## src/rtl/html_source_reader_pkg.sv

```systemverilog
// Shared character constants, FSM encoding and whitespace helper for the html source reader.
// The `CHAR_* macros carry the project-wide character definitions into typed package constants.
`ifndef CHAR_BITES
`define CHAR_BITES 8
`endif
`ifndef CHAR_NUL
`define CHAR_NUL 'h00
`endif
`ifndef CHAR_SPACE
`define CHAR_SPACE 'h20
`endif
`ifndef CHAR_CR
`define CHAR_CR 'h0D
`endif
`ifndef CHAR_LF
`define CHAR_LF 'h0A
`endif
`ifndef CHAR_TAB
`define CHAR_TAB 'h09
`endif

package html_source_reader_pkg;

  localparam int CHAR_W = `CHAR_BITES;

  localparam logic [CHAR_W-1:0] CHAR_NUL   = CHAR_W'(`CHAR_NUL);
  localparam logic [CHAR_W-1:0] CHAR_SPACE = CHAR_W'(`CHAR_SPACE);
  localparam logic [CHAR_W-1:0] CHAR_CR    = CHAR_W'(`CHAR_CR);
  localparam logic [CHAR_W-1:0] CHAR_LF    = CHAR_W'(`CHAR_LF);
  localparam logic [CHAR_W-1:0] CHAR_TAB   = CHAR_W'(`CHAR_TAB);

  typedef enum logic [1:0] {
    ST_IDLE   = 2'd0,
    ST_STREAM = 2'd1,
    ST_DONE   = 2'd2
  } state_e;

  function automatic logic is_ws(input logic [CHAR_W-1:0] c);
    return (c == CHAR_CR) || (c == CHAR_LF) || (c == CHAR_TAB);
  endfunction

endpackage

```

## src/rtl/char_normalizer.sv

```systemverilog
// Maps CR, LF and TAB to space; every other code passes through untouched.
// Shared with the element parser for its own whitespace handling.
module char_normalizer
  import html_source_reader_pkg::*;
(
  input  logic [CHAR_W-1:0] i_char,
  output logic [CHAR_W-1:0] o_char
);

  always_comb begin
    o_char = i_char;
    if (is_ws(i_char)) o_char = CHAR_SPACE;
  end

endmodule

```

## src/rtl/html_source_reader.sv

```systemverilog
// Streams the stored HTML document from a synchronous ROM into html_parser, one char per clock,
// holding the presented char while the parser pauses and flagging done at NUL or length limit.
//
//   state     | meaning
//   ----------+-----------------------------------------------------------
//   ST_IDLE   | parser held disabled, waiting for start
//   ST_STREAM | presenting mem[addr]; each unpaused cycle accepts one char
//   ST_DONE   | document finished, char_count frozen, waiting for restart
module html_source_reader
  import html_source_reader_pkg::*;
#(
  parameter int ADDR_WIDTH = 12,
  parameter int BASE_ADDR  = 0,
  parameter int MAX_LEN    = 4096
) (
  input  logic                  clock,
  input  logic                  resetn,
  input  logic                  start,
  input  logic                  pause,
  input  logic [CHAR_W-1:0]     rom_data,
  output logic [ADDR_WIDTH-1:0] rom_addr,
  output logic [CHAR_W-1:0]     char,
  output logic                  state_enable,
  output logic                  done,
  output logic [ADDR_WIDTH-1:0] char_count
);

  localparam logic [ADDR_WIDTH-1:0] BASE  = ADDR_WIDTH'(BASE_ADDR);
  localparam logic [ADDR_WIDTH-1:0] LAST  = ADDR_WIDTH'(MAX_LEN - 1);
  localparam logic [ADDR_WIDTH-1:0] C_SAT = '1;

  state_e                r_state;
  state_e                w_state_nxt;
  logic [ADDR_WIDTH-1:0] r_addr;
  logic [ADDR_WIDTH-1:0] r_count;

  logic w_streaming;
  logic w_is_nul;
  logic w_accept;
  logic w_nul_end;
  logic w_max_end;
  logic w_restart;

  assign w_streaming = (r_state == ST_STREAM);
  assign w_is_nul    = (rom_data == CHAR_NUL);
  // A paused NUL is not an end yet: the parser may still be finishing a draw.
  assign w_accept    = w_streaming & ~pause & ~w_is_nul;
  assign w_nul_end   = w_streaming & ~pause &  w_is_nul;
  assign w_max_end   = w_accept & (r_count == LAST);
  assign w_restart   = start & ~w_streaming;

  always_ff @(posedge clock or negedge resetn) begin
    if (!resetn) r_state <= ST_IDLE;
    else         r_state <= w_state_nxt;
  end

  always_comb begin
    w_state_nxt = r_state;
    case (r_state)
      ST_IDLE:   if (start) w_state_nxt = ST_STREAM;
      ST_STREAM: if (w_nul_end || w_max_end) w_state_nxt = ST_DONE;
      ST_DONE:   if (start) w_state_nxt = ST_STREAM;
      default:   w_state_nxt = ST_IDLE;
    endcase
  end

  always_ff @(posedge clock or negedge resetn) begin
    if (!resetn) begin
      r_addr  <= BASE;
      r_count <= '0;
    end else if (w_restart) begin
      r_addr  <= BASE;
      r_count <= '0;
    end else if (w_accept) begin
      r_addr  <= r_addr + 1'b1;
      r_count <= (r_count == C_SAT) ? r_count : r_count + 1'b1;
    end
  end

  // The NUL cycle already reports done and drops the enable, so the parser never consumes the NUL.
  always_comb begin
    rom_addr     = BASE;
    state_enable = 1'b0;
    done         = 1'b0;
    case (r_state)
      ST_STREAM: begin
        rom_addr     = (w_accept && !w_max_end) ? r_addr + 1'b1 : r_addr;
        state_enable = ~w_nul_end;
        done         = w_nul_end;
      end
      ST_DONE: done = 1'b1;
      default: ;
    endcase
  end

  assign char_count = r_count;

  char_normalizer u_char_normalizer (
    .i_char (rom_data),
    .o_char (char)
  );

endmodule
```

## config.mk

```make
export PLATFORM = sky130hd
export DESIGN_NAME = html_source_reader
export DESIGN_NICKNAME = d
export VERILOG_FILES = /design/src/rtl/html_source_reader_pkg.sv /design/src/rtl/char_normalizer.sv /design/src/rtl/html_source_reader.sv
export SDC_FILE = /design/constraint.sdc
export NUM_CORES = 1
export LEC_CHECK = 0
export ABC_AREA = 1
export CORE_ASPECT_RATIO = 0.5
export CORE_MARGIN = 5
export CORE_UTILIZATION = 45
export CTS_CLUSTER_DIAMETER = 150
export CTS_CLUSTER_SIZE = 10
export DETAILED_ROUTE_END_ITERATION = 10
export PLACE_DENSITY = 0.77
export SLEW_MARGIN = 20
export SYNTH_ARGS = -nofsm -noshare
export SYNTH_HDL_FRONTEND = slang
export SYNTH_SLANG_ARGS = --single-unit
```

## constraint.sdc

```tcl
create_clock -name clock -period 1.8 [get_ports clock]
set_clock_uncertainty 0.05 [all_clocks]
set_input_delay 0.18 -clock clock [delete_from_list [all_inputs] [get_ports clock]]
set_output_delay 0.18 -clock clock [all_outputs]
set_load 0.02 [all_outputs]
```

-- Word-level counts from Yosys, hierarchy flattened
Cells that the tools add are included.
Widths: inputs -> output; s select.
- bitwise logic cells: 9
- reduce and logical (&&, ||, !) cells: 11
- muxes and demuxes: 13
- eq/ne operators: 9
- $add $sub $neg: 2
- operator list (kind ; count):
    $mux 12 ; 7
    $add 12x1->12 const B ; 2
    $eq 8x4->1 const B ; 3
    $eq 12x12->1 const B ; 1
    $logic_not 8->1 ; 1
    $mux 8 ; 1
    $and 1x1->1 ; 5
    $mux 2 ; 2
    $ne 2x1->1 const B ; 2
    $not 1->1 ; 4
    $pmux 2 s2 ; 1
    $reduce_and 2->1 ; 2
    $logic_or 1x1->1 ; 3
    $eq 2x1->1 const B ; 1
    $eq 2x2->1 const B ; 1
    $logic_not 2->1 ; 1
    $ne 2x2->1 const B ; 1
    $pmux 1 s2 ; 1
    $reduce_bool 2->1 ; 1
    $reduce_or 2->1 ; 1
    $logic_and 1x1->1 ; 1
    $logic_not 1->1 ; 1
    $mux 1 ; 1
- flip-flop bits (word level): 26
- output and inout bits: 34
- logic and storage cells: 47
- input port bits: 12

-- Longest topological paths before layout
- word-level depth: 8
- mapped depth: 12
- depth with buffers taken out: 11

-- Cells and area by module
From an unflattened synthesis, not the netlist that was laid out.
- cells, all modules: 283
- area total of the unflattened synthesis: 1903.1 µm²
- modules (own cells, without submodules) (module ; sequential area each (µm²) ; times used ; cells each ; area an instance (µm²)):
    html_source_reader ; 650.6 ; 1 ; 261 ; 1806.7
    char_normalizer ; 0.0 ; 1 ; 22 ; 96.3

-- Worst setup path after synthesis
OpenSTA, ideal clock, no wires.
- kind: reg-to-output
- from: register r_count[0], in the netlist char_count[0]
- to: output port rom_addr[9]
- arrival: 1759 ps
- slack: -189 ps
- buffers on the path: 1
- cell stages (with the launch flop): 10
- data required time: 1570 ps
- path through: dfrtp_1 > ha_1 > nand2_1 > nor2_1 > nand2_4 > nor2_4 > nor2_2 > buf_2 > o21ai_1 > nor2_1
- cells in the longest elaborated chain, start to end: 6
- ends and longest elaborated chain (item ; RTL line ; text):
    start, declared ; html_source_reader.sv:35 ; logic [ADDR_WIDTH-1:0] r_count;
    start signal, assigned ; html_source_reader.sv:76 ; r_count <= (r_count == C_SAT) ? r_count : r_count + 1'b1;
    $eq 12x12->1 ; html_source_reader.sv:49 ; assign w_max_end = w_accept & (r_count == LAST);
    $and 1x1->1 ; html_source_reader.sv:49 ;
    $logic_not 1->1 ; html_source_reader.sv:87 ; rom_addr = (w_accept && !w_max_end) ? r_addr + 1'b1 : r_addr;
    $logic_and 1x1->1 ; html_source_reader.sv:87 ;
    $mux 12 ; html_source_reader.sv:87 ;
    $mux 12 ; html_source_reader.sv:85 ; case (r_state)
    end, declared ; html_source_reader.sv:21 ; output logic [ADDR_WIDTH-1:0] rom_addr,
Every way passes these cells.

-- Final worst setup path
- from: register r_state[1]
- to: output port rom_addr[0]
- cells in the longest elaborated chain, start to end: 8
- ends and longest elaborated chain (item ; RTL line ; text):
    start, declared ; html_source_reader.sv:32 ; state_e r_state;
    start signal, assigned ; html_source_reader.sv:54 ; else r_state <= w_state_nxt;
    $eq 2x1->1 * ; html_source_reader.sv:44, html_source_reader.sv:85 ;
    $and 1x1->1 (2 in series) ; html_source_reader.sv:47 ; assign w_accept = w_streaming & ~pause & ~w_is_nul;
    $and 1x1->1 ; html_source_reader.sv:49 ;
    $logic_not 1->1 ; html_source_reader.sv:87 ;
    $logic_and 1x1->1 ; html_source_reader.sv:87 ;
    $mux 12 ; html_source_reader.sv:87 ;
    $mux 12 * ; html_source_reader.sv:85 ;
Every way passes the cells marked *; elsewhere a longest branch is shown, timed or not.

==> metrics list <==
- Run status: finished, violations left
- The checks that failed: negative setup slack.
- Synthesis produced 282 cells.
* Final number of hold-violating endpoints: 0
- Of the synthesized area, sequential elements account for 34.6%.
* I/O pins: 46
- The finished layout holds 447 standard cells, fillers aside.
- Setup violations remaining at the end of the flow were counted as 19.
* Area of the die: 5650 um^2
- After synthesis, the mean cell area works out to 6.67 um^2.
- Dividing total power by cell area gives a power density of 897 nW/um^2.
- The tree is rooted in a clkbuf_8.
* CTS hold repair buffers: 0
* Final GP Congestion: 0.899
- After legalization and detailed placement, the total HPWL measured 4160 um.
- Entering global routing, the biggest net connects 27 pins.
* Initial Util: 47.4%
- The tightest min-delay check is of the in -> async type.
* Vertical die dimension: 55.7 um
- Synthesis inferred 26 register bits.
* Startpoint kind of the worst setup timing path: register
- The detailed router placed 2385 vias in this run.
- Die Width: 101 um
* Total gr overflow: 0
- Maxcap violations: 0
- Part of the total power dissipated in combinational logic: 58.2%
- Internal portion of total power: 1.67 mW
- The number of pins with negative max-slew slack in the final report came to 0.
- Total negative setup slack: -3390 ps
* Placed standard-cell area: 2850 um^2
* Sw power: 1.23 mW
* Number of distinct standard cells referenced by the synthesized netlist: 25
- STA classifies the critical path endpoint as an output pin.
- Global routing used 38.6% of the available met2 tracks.
- Routed Antenna Nets: 0
* Min Clock Period, post-route: 2120 ps
- Met3 layer usage reported by global route: 5.13%
- Dividing the final minimum period by the clock period gives 118%.
- When the netlist entered floorplanning its net count stood at 299.
- Cell Count Post-Placement: 431
- Part of the power in registers: 24.3%
- Most heavily used metal layer in global routing: met2
- The Yosys step of the flow raised 0 warnings.
- The first TritonRoute pass finished after 5 iterations.
- The worst setup path is of the reg -> out kind.
- After the first detailed-routing iteration, the DRC count stood at 107.
* Worst setup path startpoint: r_state[1]
- Routed length per instance: 16.0 um
- Arrival time of the worst setup path: 1890 ps
* Number of buffers between clock root and the deepest sink: 2
- In the final layout, the multi-input gates occupy 1310 um^2.
- Synthesis-to-finish area growth: 72.0%
- Static timing analysis puts the maximum clock frequency at 0.472 GHz.
- Once routing completed, OpenROAD measured the worst setup slack at -320 ps.
- Relative max-transition margin: 75.2%
- The clock network is responsible for 17.5% of the overall power.
* Clock-pin slew of the registers on the worst-case setup and hold paths: 100 ps
- Antenna diode count: 0
- For this run, global-route usage on met1 was measured as 27.4%.
- Final Net Count: 411
- Summing all non-filler instances in the final layout gives an area of 3230 um^2.
* CTS buffer count: 3
- Required time worst endpoint: 1570 ps
- For this run, the leading register cell type out of synthesis is dfrtp_1.
* Net Sw Frac: 42.4%
* Beginning of the worst register-to-register path: r_state[1]
* Overall power: 2.90 mW
* Clock insertion delay at the later pin of the skew report: 280 ps
* H-tree depth: 1
- Of the cells placed in the final design, the portion with a size suffix greater than 1 is 40.5%.
* Initial antenna violation count: 0
- The cell area that synthesis handed to floorplanning was 1880 um^2.
- Sequential cell area: 653 um^2
- The via count of the first global-routing pass was 2252.
* Count of flip-flops with a built-in enable after synthesis: 0
- The worst-case IR drop observed on VDD is 0.754 mV.
* Peak fanout along the critical path: 6
- Number of vias per cell after detailed routing: 5.34
- Global routing consumed, over all layers together, 21.9% of the routing resources.
- Leakage: 1.59 nW
* Clock sink total: 26
* Actual transition at the worst max-transition pin: 372 ps
- Setup repair after global routing could not meet its margin everywhere.
- TritonCTS built the clock tree.
- In this run the core area contains 16 standard-cell rows.
- In this run the standard cell core region covers 3960 um^2.
- Async S/R FF share, synth: 100%
* Layout Utilization: 81.6%
* Number of buffers added on ports: 45
* Final-layout fill cell count: 219
- DRC: 0
* Global-route wire length before repair: 10100 um
- Sum of routed wire length over all layers: 7170 um
[critical path, stage by stage, from the launching register on]
cell	delay (ps)
dfrtp_1	410
inv_2	90
ha_4	180
nand2_4	70
inv_4	80
o21ai_4	80
nor2_4	220
buf_6	180
nor2_2	50
nor2_2	100
buf_4	150
[flip-flops by register name, indices dropped and copies added, names as in the netlist]
| register | cells |
|---|---|
| char_count | 12 |
| r_addr | 12 |
| r_state | 2 |
[placed cells by master, fill, tap and decap left out, types with 4 or more instances in the layout]
cell,synthesis,final
buf_4,0,65
buf_6,1,17
clkdlybuf4s50_1,0,25
dfrtp_1,26,24
inv_1,30,25
inv_2,2,5
nand2_1,82,71
nand2_2,0,8
nand2_4,2,4
nand3_1,18,18
nand4_1,8,8
nor2_1,51,25
nor2_2,1,22
nor2_4,3,9
o21ai_0,10,6
o21ai_1,10,7
o21ai_2,1,7
xor2_1,10,10
[power by group through the flow]
stage	registers, mW	clock network (mW)	logic (mW)
after floorplan	0.731	0	0.691
after global placement	0.690	0	1.28
after detailed placement	0.695	0	1.31
after CTS	0.695	0.507	1.43
after global routing	0.709	0.542	1.80
final	0.705	0.507	1.69
[cell families (layout without fill, tap and decap cells)]
family                     count (synthesis)  count (layout)  share of synthesized area [%]
adders and majority gates                  5               5                           3.33
and+or+nand+nor                          170             171                           39.7
DFF                                       26              26                           34.6
AOI/OAI and AO/OA                         29              29                           8.25
buffers and inverters                     40             150                           8.52
xor gates and xnor gates                  12              12                           5.59
[final timing paths]
path	depth (start not counted)	slack, ps	end
hold / removal	2	220	r_addr[9]
min in group clock	3	490	r_state[0]
hold reg to reg	3	560	char_count[7]
max in group asynchronous	2	1180	char_count[1]
setup / recovery	10	-320	rom_addr[0]
setup reg to reg	7	-10	r_addr[0]
[synthesized netlist by cell type (4+ instances only)]
library cell	n	share of area, %
nand3_1	18	4.8
o21ai_0	10	2.7
ha_1	5	3.3
a21oi_1	4	1.1
nor2_1	51	10
o21ai_1	10	2.7
dfrtp_1	26	35
nand4_1	8	2.7
nand2_1	82	16
inv_1	30	6.0
clkbuf_1	5	1.0
xor2_1	10	4.7
[through the flow]
| stage | hold slack, ps | worst slack [ps] |
|---|---|---|
| 2_1_floorplan | -166 | 17.5 |
| 3_3_place_gp | 507 | -497 |
| 3_5_place_dp | 525 | -564 |
| 4_1_cts | 232 | -241 |
| 5_1_grt | 236 | -398 |
| 6_report | 218 | -320 |
[layer usage]
layer	part of all wire (%)	routed length (um)	vias up
li1	-	-	1108
met4	2.2	158	0
met3	6.4	456	23
met5	0	0	-
met1	41	2930	1137
met2	51	3630	117
[final cells by class]
class	instances	area share [%]
Multi-Input combinational cell	217	40.4
Timing Repair Buffer	114	31.1
Sequential cell	26	20.2
Inverter	32	4.02
Tap cell	54	2.09
Clock buffer	3	1.28
Clock inverter	1	0.928
[what timing repair did]
item	in CTS	in global routing
gates resized for setup	114	47
setup buffers	5	8
endpoints found under the hold margin	0	0
pin swaps	17	23
gates cloned	1	0
setup endpoints to repair	19	39
Power figures use the tool's default switching activity.
==> variant 1, RTL diff (same settings) <==
Set the macro `CHAR_BITES` to 4 (it was 8).
--- a/src/rtl/html_source_reader_pkg.sv
+++ b/src/rtl/html_source_reader_pkg.sv
@@ -2,5 +2,5 @@
 // The `CHAR_* macros carry the project-wide character definitions into typed package constants.
 `ifndef CHAR_BITES
-`define CHAR_BITES 8
+`define CHAR_BITES 4
 `endif
 `ifndef CHAR_NUL
Ports: changed (resized char and rom_data); port bits go from 46 to 38. No check against the original RTL was run, so the function may have changed too.
==> variant 1 against the original RTL <==
The run still ends with setup timing left. Synthesized cell count fell by 0.35%. Via count rose by 7.0%. Sequential cell count did not move. Total power rose by 1.1%. Final area rose by 4.5%. Global-route usage rose by 2.3 points. Wire length rose by 15%. Sequential share of layout area fell by 0.87 points. Critical path depth did not move. Area after synthesis rose by 0.80%. Worst hold slack got worse by 3.1 ps. Setup slack improved by 15 ps.
==> variant 1: results (changes against the original RTL) <==
* Nets at 402 (was 411)
* Antenna diodes at 0 (unchanged)
* Slowest Stage Delay on Critical Path at 410 ps (about the same)
* Post-synth top flop: dfrtp_1 (unchanged)
* Register area share after synthesis at 0.3432 (was 0.3460)
* Status: finished with violations (unchanged)
* Total instance count after detailed placement at 416 (was 431)
* Post-synthesis net count at 294 (was 299)
* Clock latency on the worst-skew pair at 280 ps (about the same)
* Routed via count at 2552 (was 2385)
* Via count of the first global-routing pass at 2416 (was 2252)
* Setup TNS at -3633 ps (was -3393 ps)
* Dpl ws at -501.7 ps (was -563.6 ps)
* Top area cells in the synthesized netlist: dfrtp_1 34%, nand2_1 16%, nor2_1 9.5% (was dfrtp_1 35%, nand2_1 16%, nor2_1 10%)
* Number of vias per cell after detailed routing at 5.774 (was 5.336)
* Number of buffers between clock root and the deepest sink at 2 (unchanged)
* Ratio of cells with drive above 1 in the final layout at 0.4639 (was 0.4046)
* Placement-stage cell area at 2724 sq um (was 2846 sq um)
* Peak ir drop on the vdd network at 0.0005332 V (was 0.0007540 V)
* Global-route wire length before repair at 11080 um (was 10140 um)
* Number of synthesis warnings at 0 (unchanged)
* # port buffers at 37 (was 45)
* Family with the most delay on the worst path: simple AND/OR/NAND/NOR gates (was buffers and inverters)
* Final estimated routing congestion in global placement at 0.8472 (was 0.8990)
* Number of filler cells placed in the layout at 197 (was 219)
* Largest net degree at the start of global routing at 27 (unchanged)
* Overall routing resource usage at 0.2421 (was 0.2195)
* Per-instance average area after synthesis at 6.746 sq um (was 6.669 sq um)
* Final setup violating endpoints at 29 (was 19)
* Placed wire-length estimate after detailed placement at 3859 um (was 4163 um)
* Number of distinct standard cells referenced by the synthesized netlist at 33 (was 25)
* Final worst slack at -305.0 ps (was -320.1 ps)
* Synth top cells by count: 83 x nand2_1, 48 x nor2_1, 32 x inv_1, 26 x dfrtp_1, 22 x nand3_1 (was 82 x nand2_1, 51 x nor2_1, 30 x inv_1, 26 x dfrtp_1, 18 x nand3_1)
* Cell with the most instances after synthesis: nand2_1 (unchanged)
* Initial DRC Count at 250 (was 107)
* Wirelength per Cell at 18.72 um (was 16.05 um)
* Violations in the final reports: setup timing (unchanged)
* Worst-path clk slew at 100 ps (about the same)
* Lkg Pwr at 0.001647 uW (was 0.001586 uW)
* Min-Delay Path Class: input port to async pin (unchanged)
* Worst Max-Slew Pin Slew at 353.7 ps (was 371.6 ps)
* Total of max-cap violations at 0 (unchanged)
[variant 1: cell count changes after synthesis, sizes merged, moves of 2 or more]
cell,change
xnor2,-2
clkbuf,-3
xor2,-4
nor2,-5
nand3,+5
[variant 1: timing repair]
item / 4_1_cts / 5_1_grt
gates cloned: 3 / 0
endpoints found under the setup margin: 27 / 41
pin swaps: 20 / 24
gates resized for setup: 141 / 64
endpoints found under the hold margin: 0 / 0
buffers inserted: 11 / 8
[variant 1: routing by layer]
layer / routed length [um] / GRT usage / vias to the layer above
li1: - / - / 1107
met2: 3799 / 0.4136 / 191
met4: 537 / 0.1117 / 0
met1: 3225 / 0.2933 / 1197
met5: 0 / 0 / -
met3: 711 / 0.04506 / 57
[variant 1: per-stage QoR]
| stage | hold WS, ps | util |
|---|---|---|
| after floorplan | -165.6 | - |
| after global placement | 506.1 | 0.6837 |
| after detailed placement | 512.4 | 0.6837 |
| after global routing | 248.7 | 0.8483 |
| final | 214.7 | 0.8483 |
| after CTS | 224.7 | 0.7880 |
[variant 1: final cells by class]
type / count / share of cell area
timing repair buffer: 106 / 0.2847
clock buffer: 4 / 0.01629
multi-input combinational: 216 / 0.4347
inverter: 34 / 0.04443
timing repair inverter: 2 / 0.006664
sequential: 26 / 0.1933
tap: 54 / 0.01999
[variant 1: cells by family after synthesis]
kind of cell | count (synthesis) | synth area share
xor gates and xnor gates | 6 | 0.02772
DFF | 26 | 0.3432
adders and majority gates | 5 | 0.03300
buffers and inverters | 40 | 0.09241
and+or+nand+nor | 171 | 0.3993
AOI/OAI and AO/OA | 33 | 0.1043
[variant 1: report_power, final]
part	internal (uW)	switching (uW)	total, uW
logic	759	1050	1810
clock network	196	207	404
registers	644	75.8	720
total	1600	1330	2930
[variant 1: path summary, 6_finish.rpt]
path | startpoint | endpoint | slack [ps] | cells past startpoint
min in group clock | start | r_state[0] | 490 | 3
worst max register to register | r_addr[0] | r_addr[8] | -150 | 13
worst min-delay path | resetn | r_addr[2] | 210 | 2
worst min register to register | r_addr[11] | r_addr[11] | 540 | 2
max in group asynchronous | resetn | char_count[0] | 1200 | 2
worst max-delay path | r_state[1] | rom_addr[8] | -310 | 10
==> variant 2, RTL diff (config.mk and constraints unchanged) <==
Without the edit above. Encoding of `state_e`: now one-hot (3 bits for 3 states).
--- a/src/rtl/html_source_reader_pkg.sv
+++ b/src/rtl/html_source_reader_pkg.sv
@@ -30,8 +30,8 @@
   localparam logic [CHAR_W-1:0] CHAR_TAB   = CHAR_W'(`CHAR_TAB);
 
-  typedef enum logic [1:0] {
-    ST_IDLE   = 2'd0,
-    ST_STREAM = 2'd1,
-    ST_DONE   = 2'd2
+  typedef enum logic [2:0] {
+    ST_IDLE   = 3'b001,
+    ST_STREAM = 3'b010,
+    ST_DONE   = 3'b100
   } state_e;
 
Behaviour: no difference found for any inputs over 10 cycles, from zero or initial values and one cycle with resetn low; not proved beyond that.
==> variant 2 against the original RTL <==
The run still ends with setup timing left. Critical path type unchanged. Setup slack better by 140 ps. Area after synthesis rose by 5.7%. Sequential cell count rose by 1. Final area decreased by 0.43%. Highest routed layer unchanged. Die area grew 4.9%. Total power fell by 24%. Non-clock buffer count is 1 lower. Wire length shrank 12%. Critical endpoint is now rom_addr[7]. First-iteration DRC count grew 58%.
==> variant 2: results (changes against the original RTL) <==
* Status: finished with violations (unchanged)
* Violations in the final reports: setup timing (unchanged)
* Peak ir drop on the vdd network at 0.0003918 V (was 0.0007540 V)
* Family with the most delay on the worst path: simple AND/OR/NAND/NOR gates (was buffers and inverters)
* Total instance count after detailed placement at 462 (was 431)
* Lkg Pwr at 0.001592 uW (was 0.001586 uW)
* Nets at 434 (was 411)
* CP arrival at 1750 ps (was 1890 ps)
* Global-route wire length before repair at 10350 um (was 10140 um)
* Synth top cells by count: 102 x nand2_1, 52 x nor2_1, 34 x inv_1, 26 x dfrtp_1, 23 x nand3_1 (was 82 x nand2_1, 51 x nor2_1, 30 x inv_1, 26 x dfrtp_1, 18 x nand3_1)
* Setup slack of the worst register-to-register path at 110 ps (was -10 ps)
* Via count of the first global-routing pass at 2355 (was 2252)
* Slowest Stage Delay on Critical Path at 410 ps (about the same)
* Largest fanout of any net on the critical path at 4 (was 6)
* Largest net degree at the start of global routing at 28 (was 27)
* Overall routing resource usage at 0.2061 (was 0.2195)
* Placed wire-length estimate after detailed placement at 4391 um (was 4163 um)
* Fraction of synthesized cell area in xor and xnor cells at 0.03967 (was 0.05589)
* R2R depth at 10 (was 7)
* Share of synthesized cell area in full adder, half adder and majority cells at 0.01259 (was 0.03327)
* R2R Path Start: char_count[0] (was r_state[1])
* Sw power at 897.9 uW (was 1231 uW)
* Number of cells produced by synthesis at 309 (was 282)
* Number of distinct standard cells referenced by the synthesized netlist at 27 (was 25)
* Worst setup path category: register to output port (unchanged)
* Ratio of cells with drive above 1 in the final layout at 0.3556 (was 0.4046)
* Post-synthesis net count at 323 (was 299)
* Top area cells in the synthesized netlist: dfrtp_1 33%, nand2_1 19%, nor2_1 9.8% (was dfrtp_1 35%, nand2_1 16%, nor2_1 10%)
* Root Buffer Master: clkbuf_8 (unchanged)
* Initial DRT Pass Iterations at 4 (was 5)
* Initial DRC Count at 169 (was 107)
* Number of vias per cell after detailed routing at 5.065 (was 5.336)
* Register area share after synthesis at 0.3407 (was 0.3460)
* Wirelength per Cell at 13.24 um (was 16.05 um)
* Final setup violating endpoints at 12 (was 19)
* Final cell count without fillers at 476 (was 447)
* Number of filler cells placed in the layout at 319 (was 219)
* Relative slew slack at 0.7541 (was 0.7523)
* Final estimated routing congestion in global placement at 0.8468 (was 0.8990)
* Final worst slack at -183.0 ps (was -320.1 ps)
## variant 2: cell types whose count changed after synthesis, moves of 2 or more
| cell | unedited run | this run |
|---|---|---|
| nand3_2 | 0 | 2 |
| o21ai_0 | 10 | 18 |
| inv_1 | 30 | 34 |
| o21ai_1 | 10 | 2 |
| nand2_1 | 82 | 102 |
| and2_1 | 2 | 0 |
| nand2_2 | 0 | 3 |
| nand3_1 | 18 | 23 |
| xor2_1 | 10 | 8 |
| ha_1 | 5 | 2 |
## variant 2: timing repair
item | 4_1_cts | 5_1_grt
pin swaps | 15 | 16
endpoints found under the setup margin | 22 | 25
hold endpoints to repair | 0 | 0
gates resized for setup | 105 | 39
setup buffers | 5 | 4
cloned | 2 | 0
## variant 2: power by group through the flow
stage	Sequential, uW	Combinational, uW	Clock [uW]
floorplan	737	500	0
global placement	708	923	0
detailed placement	713	960	0
CTS	708	1050	369
global route	713	1220	401
finish	709	1120	372
## variant 2: final cells by class
cell class                 instances  area [sq um]  area share
timing repair buffer             113         987.2      0.3065
multi-input combinational        238          1295      0.4021
inverter                          37         143.9     0.04468
clock buffer                       4         45.04     0.01399
tap                               57         71.32     0.02214
sequential                        27         678.2      0.2106
## variant 2: metal layers
layer | routed length, um | GRT usage
met2 | 3257 | 0.3967
met4 | 53 | 0.05351
met3 | 324 | 0.04181
met5 | 0 | 0
met1 | 2667 | 0.2365
## variant 2: metrics by stage
stage          cell area (sq um)  power, uW  setup slack [ps]    util  setup TNS (ps)
6_report                    3221       2206            -183.0  0.7422           -1844
5_1_grt                     3221       2332            -247.9  0.7422           -2727
4_1_cts                     3104       2129            -155.4  0.7154           -1588
3_5_place_dp                2938       1673            -527.2  0.6770           -8879
3_3_place_gp                2938       1632            -466.8  0.6770           -7780
2_1_floorplan               2021       1237            -12.14       -          -12.14
## variant 2: how the worst min path moves through the flow
| stage | cells past startpoint | startpoint | to | slack, ps |
|---|---|---|---|---|
| floorplan | 0 | resetn | char_count[0] | -170 |
| global placement | 2 | r_addr[6] | r_addr[6] | 510 |
| detailed placement | 2 | r_addr[6] | r_addr[6] | 520 |
| CTS | 2 | resetn | char_count[10] | 250 |
| global route | 2 | resetn | char_count[10] | 250 |
| finish | 2 | resetn | char_count[6] | 240 |
## variant 2: worst reg2reg max path, delay by kind of cell, from the launching register on
| kind | cells | cell delay (ps) |
|---|---|---|
| buffers and inverters | 3 | 410 |
| AO/OA/AOI/OAI | 1 | 70 |
| AND/OR/NAND/NOR | 5 | 480 |
| flip-flops | 1 | 410 |
| adder cells (fa/ha/maj) | 1 | 170 |
